--- src/rtl/datapath_ctrl_fsm.sv ---
`default_nettype none
// ============================================================================
// Module   : datapath_ctrl_fsm
// Purpose  : Instruction sequencer for the lab5 datapath. Accepts one
//            instruction per start/ready handshake and steps the datapath
//            through register read, execute and writeback, one stage per
//            clock.
// Revision : 1.0 - initial release
// ----------------------------------------------------------------------------
// Ports
//   clk          in   1       rising-edge clock
//   reset        in   1       asynchronous, active-high
//   start        in   1       instruction request, accepted when ready=1
//   op           in   3       000 MOVI,001 MOV,010 ADD,011 CMP,100 AND,101 MVN
//   rd/rn/rm     in   3 each  destination / operand A / operand B registers
//   sh           in   2       shift code applied to operand B in EXEC
//   imm8         in   IMM_W   immediate for MOVI
//   readnum      out  3       register-file read index
//   writenum     out  3       register-file write index
//   write,vsel,loada,loadb,asel,bsel,loadc,loads  out 1 each
//   shift,ALUop  out  2 each
//   datapath_in  out  DATA_W  zero-extended latched immediate
//   ready        out  1       high only in IDLE
//   done         out  1       one-cycle pulse on the first IDLE cycle after
//                             an instruction completes
//   err          out  1       pulses with done for an invalid op
// ============================================================================
module datapath_ctrl_fsm #(
    parameter int DATA_W = 16,
    parameter int IMM_W  = 8
) (
    input  logic              clk,
    input  logic              reset,
    input  logic              start,
    input  logic [2:0]        op,
    input  logic [2:0]        rd,
    input  logic [2:0]        rn,
    input  logic [2:0]        rm,
    input  logic [1:0]        sh,
    input  logic [IMM_W-1:0]  imm8,
    output logic [2:0]        readnum,
    output logic [2:0]        writenum,
    output logic              write,
    output logic              vsel,
    output logic              loada,
    output logic              loadb,
    output logic              asel,
    output logic              bsel,
    output logic              loadc,
    output logic              loads,
    output logic [1:0]        shift,
    output logic [1:0]        ALUop,
    output logic [DATA_W-1:0] datapath_in,
    output logic              ready,
    output logic              done,
    output logic              err
);

    localparam logic [2:0] c_OP_MOVI = 3'b000;
    localparam logic [2:0] c_OP_MOV  = 3'b001;
    localparam logic [2:0] c_OP_ADD  = 3'b010;
    localparam logic [2:0] c_OP_CMP  = 3'b011;
    localparam logic [2:0] c_OP_AND  = 3'b100;
    localparam logic [2:0] c_OP_MVN  = 3'b101;

    typedef enum logic [2:0] {
        S_IDLE      = 3'd0,
        S_LOAD_A    = 3'd1,
        S_LOAD_B    = 3'd2,
        S_EXEC      = 3'd3,
        S_WRITE_IMM = 3'd4,
        S_WRITE_REG = 3'd5
    } state_t;

    state_t             r_state;

    // Latched instruction fields. rn is only needed in LOAD_A, which always
    // directly follows acceptance, so it is consumed straight from the input.
    logic [2:0]         r_op;
    logic [2:0]         r_rd;
    logic [2:0]         r_rm;
    logic [1:0]         r_sh;

    // Registered Moore outputs: each transition loads the control word that
    // belongs to the state being entered.
    logic [2:0]         r_readnum;
    logic [2:0]         r_writenum;
    logic               r_write;
    logic               r_vsel;
    logic               r_loada;
    logic               r_loadb;
    logic               r_asel;
    logic               r_loadc;
    logic               r_loads;
    logic [1:0]         r_shift;
    logic [1:0]         r_aluop;
    logic [DATA_W-1:0]  r_dp_in;
    logic               r_ready;
    logic               r_done;
    logic               r_err;

    always_ff @(posedge clk or posedge reset) begin
        if (reset) begin
            r_state    <= S_IDLE;
            r_op       <= 3'b000;
            r_rd       <= 3'b000;
            r_rm       <= 3'b000;
            r_sh       <= 2'b00;
            r_readnum  <= 3'b000;
            r_writenum <= 3'b000;
            r_write    <= 1'b0;
            r_vsel     <= 1'b0;
            r_loada    <= 1'b0;
            r_loadb    <= 1'b0;
            r_asel     <= 1'b0;
            r_loadc    <= 1'b0;
            r_loads    <= 1'b0;
            r_shift    <= 2'b00;
            r_aluop    <= 2'b00;
            r_dp_in    <= '0;
            r_ready    <= 1'b1;
            r_done     <= 1'b0;
            r_err      <= 1'b0;
        end else begin
            // Every control is zero unless the state being entered sets it.
            r_readnum  <= 3'b000;
            r_writenum <= 3'b000;
            r_write    <= 1'b0;
            r_vsel     <= 1'b0;
            r_loada    <= 1'b0;
            r_loadb    <= 1'b0;
            r_asel     <= 1'b0;
            r_loadc    <= 1'b0;
            r_loads    <= 1'b0;
            r_shift    <= 2'b00;
            r_aluop    <= 2'b00;
            r_ready    <= 1'b0;
            r_done     <= 1'b0;
            r_err      <= 1'b0;

            case (r_state)
                S_IDLE: begin
                    if (start) begin
                        r_op    <= op;
                        r_rd    <= rd;
                        r_rm    <= rm;
                        r_sh    <= sh;
                        r_dp_in <= DATA_W'(imm8);
                        case (op)
                            c_OP_MOVI: begin
                                r_state    <= S_WRITE_IMM;
                                r_writenum <= rd;
                                r_vsel     <= 1'b1;
                                r_write    <= 1'b1;
                            end
                            c_OP_MOV, c_OP_MVN: begin
                                r_state   <= S_LOAD_B;
                                r_readnum <= rm;
                                r_loadb   <= 1'b1;
                            end
                            c_OP_ADD, c_OP_CMP, c_OP_AND: begin
                                r_state   <= S_LOAD_A;
                                r_readnum <= rn;
                                r_loada   <= 1'b1;
                            end
                            default: begin
                                // Invalid op completes immediately with an
                                // error flag and never leaves IDLE.
                                r_state <= S_IDLE;
                                r_ready <= 1'b1;
                                r_done  <= 1'b1;
                                r_err   <= 1'b1;
                            end
                        endcase
                    end else begin
                        r_state <= S_IDLE;
                        r_ready <= 1'b1;
                    end
                end

                S_LOAD_A: begin
                    r_state   <= S_LOAD_B;
                    r_readnum <= r_rm;
                    r_loadb   <= 1'b1;
                end

                S_LOAD_B: begin
                    r_state <= S_EXEC;
                    r_shift <= r_sh;
                    r_loadc <= 1'b1;
                    case (r_op)
                        // MOV passes B through the adder with A forced to 0.
                        c_OP_MOV: begin
                            r_aluop <= 2'b00;
                            r_asel  <= 1'b1;
                        end
                        c_OP_ADD: r_aluop <= 2'b00;
                        c_OP_CMP: begin
                            // Compare only updates status; C is left alone.
                            r_aluop <= 2'b01;
                            r_loads <= 1'b1;
                            r_loadc <= 1'b0;
                        end
                        c_OP_AND: r_aluop <= 2'b10;
                        c_OP_MVN: r_aluop <= 2'b11;
                        default:  r_aluop <= 2'b00;
                    endcase
                end

                S_EXEC: begin
                    if (r_op == c_OP_CMP) begin
                        r_state <= S_IDLE;
                        r_ready <= 1'b1;
                        r_done  <= 1'b1;
                    end else begin
                        r_state    <= S_WRITE_REG;
                        r_writenum <= r_rd;
                        r_write    <= 1'b1;
                    end
                end

                S_WRITE_IMM, S_WRITE_REG: begin
                    r_state <= S_IDLE;
                    r_ready <= 1'b1;
                    r_done  <= 1'b1;
                end

                default: begin
                    r_state <= S_IDLE;
                    r_ready <= 1'b1;
                end
            endcase
        end
    end

    assign readnum     = r_readnum;
    assign writenum    = r_writenum;
    assign write       = r_write;
    assign vsel        = r_vsel;
    assign loada       = r_loada;
    assign loadb       = r_loadb;
    assign asel        = r_asel;
    assign bsel        = 1'b0;      // shifted register B is always the B source
    assign loadc       = r_loadc;
    assign loads       = r_loads;
    assign shift       = r_shift;
    assign ALUop       = r_aluop;
    assign datapath_in = r_dp_in;
    assign ready       = r_ready;
    assign done        = r_done;
    assign err         = r_err;

endmodule
`default_nettype wire

--- config.mk ---
export PLATFORM = sky130hd
export DESIGN_NAME = datapath_ctrl_fsm
export DESIGN_NICKNAME = d
export VERILOG_FILES = /design/src/rtl/datapath_ctrl_fsm.sv
export SDC_FILE = /design/constraint.sdc
export NUM_CORES = 1
export LEC_CHECK = 0
export ABC_AREA = 1
export CORE_MARGIN = 2
export CORE_UTILIZATION = 30
export CTS_BUF_LIST = sky130_fd_sc_hd__clkbuf_16
export DETAILED_ROUTE_END_ITERATION = 10
export HOLD_SLACK_MARGIN = 0.03
export PLACE_DENSITY = 0.65
export SLEW_MARGIN = 0
export SYNTH_ARGS = -nofsm -noshare
export SYNTH_HDL_FRONTEND = slang
export SYNTH_SLANG_ARGS = --single-unit
--- constraint.sdc ---
create_clock -name clk -period 2.2 [get_ports clk]
set_input_delay 0.55 -clock clk [delete_from_list [all_inputs] [get_ports clk]]
set_output_delay 0.55 -clock clk [all_outputs]
set_load 0.01 [all_outputs]
==> reports/metrics.yaml <==
status:
  status: "finished clean"
cts:
  clk_latency_ns: 0.28
  htreeDepth: 2
  clock_path_buffers: 2
  cts_resized: 0
  cts_tree: "done"
  ctsHoldBuffers: 0
  cts_made_buffers: 5
  cts-root-buf: "clkbuf_16"
  cts.sinks: 42
  clk_pin_slew_ns: 0.05
  cts_setup_buffers: 0
min_path:
  whs_path_depth: 2
  hp-start: "datapath_in[2]"
  hold_class: "register to register"
  min_to: "datapath_in[2]"
routing:
  viasPerCell: 4.21
  dr_total_vias: 1297
  drc: 0
  drtIter0Drc: 66
  drt-pass1-iter-count: 4
  avgRoutedWirePerCell_um: 10.8
  drt_wl_total_um: 3330
  antenna_left: 0
place:
  globalplace.congestion: 0.788
  place_hpwl_um: 2520
  io_buffers: 52
  dp_cells: 300
sta:
  timing.final.crit_period_ns: 1.85
  setup_viol: 0
  tightest_slew_ns: 0.656
  finalCritPeriodShare_pct: 84.2
  skew_ns: 0.00462
  fmax_mhz: 540
  hold_viol_final: 0
  drv_slew: 0
  rsz0062_at_grt: "no"
  tns_ns: 0
  slew_headroom_pct: 56.0
logic_synthesis:
  syn_avg_cell_area_um2: 9.57
  synth_top_family_by_area: "simple AND/OR/NAND/NOR gates"
  yosysSeqAreaShare_pct: 61.7
  synth_top_area_share_pct: 60.2
  yosysMostFrequentCell: "nand2_1"
  synthXorXnorAreaFrac_pct: 0
  netlist_area_um2: 1700
  synthArstFlopShare_pct: 100
  synthTopCellsByArea: "dfrtp_1 60%, nand2_1 12%, inv_1 4.2%, o21ai_0 4.1%, buf_4 4.0%"
  synth-simple-area-share_pct: 20.3
  synth-edff-count: 0
  synth_fa_ha_area_share_pct: 0
  ys_warn_count: 0
  yosys.cell_types.count: 20
  ys.flop_type: "dfrtp_1"
  synth-seq-cells: 42
  yosysTopAreaCell: "dfrtp_1"
  synthMuxAreaShare_pct: 0
  syn_inst: 178
  synth_compound_area_share_pct: 7.05
  synth_common_cells: "53 x nand2_1, 41 x dfrtp_1, 19 x inv_1"
critical_path:
  cp_max_fo: 1
  required_ns: 1.65
  cp-end-kind: "primary output"
  slowest_stage: "clkdlybuf4s50_1"
  slowest_delay_ns: 0.52
  r2r_setup_slack_ns: 0.91
  path_cells: "clkdlybuf4s50_1"
  r2r_start: "r_state[2]"
  cp_num_buf_inv: 1
  cpLargestDelayFamily: "buffers and inverters"
  ff2ff_path_depth: 5
  critical_path_arrival_ns: 1.30
  cp-start-kind: "register"
  critical_path_class: "register to primary output"
  rr_endpoint: "r_state[0]"
pwr:
  power.density_nw_per_um2: 1210
  vdd_drop_max_uv: 400
  total_power_mw: 2.93
  leakagePower_nw: 1.15
floorplan:
  core-area_um2: 5510
  start_util_pct: 30.9
  die_x_um: 79.4
  die_area_um2: 6300
  rows: 27
  io-pin-count: 62
  die_h_um: 79.4
grt:
  grt_pass1_vias: 1232
  antenna_found_initial: 0
  grt_max_degree: 26
  grt_overflow: 0
  track_usage_pct: 11.5
  grt_first_pass_wirelength_um: 5570
layout:
  multi_input_area_um2: 500
  drive_above_1_share_pct: 6.36
  syn2layout_area_growth_pct: 41.4
  antenna-diode-count: 0
  seq_area_um2: 1050
  layout.nets: 260
  fill_cells: 520
  final_cells: 308
  final_core_util_pct: 43.8
flow_run:
  cap_violations: 0
worst reg2reg max path: stages, from the launching register on:
cell and delay, ns:
dfrtp_1 0.43, nor2_4 0.13, nand3_2 0.12, inv_2 0.32
nand3_1 0.12, nand3_1 0.09
cells by family (layout without fill, tap and decap cells):
family | Yosys count | after routing
buffers and inverters | 33 | 83
flip-flops | 42 | 42
AO/OA/AOI/OAI | 23 | 23
other | 1 | 9
AND/OR/NAND/NOR | 79 | 79
final cells by class:
class | instances | area share (%)
sequential | 42 | 43.7
timing repair buffer | 55 | 23.1
clock inverter | 3 | 0.467
clock buffer | 5 | 5.19
multi-input combinational | 111 | 20.8
tap | 72 | 3.74
inverter | 20 | 3.12
registers in the layout (all words and copies together) (netlist names), 3 cells and up:
name,cells
r_rm,3
writenum,3
r_state,3
readnum,3
datapath_in,8
r_op,3
r_rd,3
per-layer routing:
metal / vias to the layer above / track usage, % / wire length, um
li1: 645 / - / -
met1: 609 / 14.0 / 1440
met2: 40 / 19.2 / 1650
met3: 3 / 4.52 / 212
met4: 0 / 3.10 / 29
met5: - / 0 / 0
power by group:
group          switching, mW  internal (mW)
clock                  0.259          0.407
sequential             0.136           1.07
combinational          0.546          0.505
placed cells by master, fill, tap and decap left out:
cell,netlist,final
clkinv_1,0,1
nor3_1,1,1
buf_4,9,2
nor3_2,1,1
buf_12,0,1
dfrtp_1,41,41
nand3_1,9,9
nand3_2,1,1
a21oi_1,4,4
inv_2,1,1
and2_1,1,1
o21ai_0,14,14
nand2_1,53,53
nor2_1,10,10
nor2_4,3,3
o21ai_1,3,3
o211ai_1,2,2
dfstp_2,1,1
conb_1,1,9
inv_1,19,21
clkdlybuf4s50_1,0,52
clkbuf_16,0,5
metrics by stage:
step                hold WS, ns  area, um^2  worst slack (ns)
detailed placement        0.471        2270             0.364
finish                    0.476        2410             0.347
global route              0.502        2410             0.293
global placement          0.465        2270             0.430
CTS                       0.485        2410             0.335
floorplan                 0.453        1730             0.677
worst max path at each step:
| stage | cells past startpoint | endpoint | start |
|---|---|---|---|
| 2_1_floorplan | 1 | ALUop[0] | reset |
| 3_3_place_gp | 5 | r_state[0] | start |
| 3_5_place_dp | 5 | r_state[0] | start |
| 4_1_cts | 1 | ready | ready |
| 5_1_grt | 1 | ready | ready |
| 6_report | 1 | ready | ready |
No activity file was read; power rests on OpenSTA's default activity.
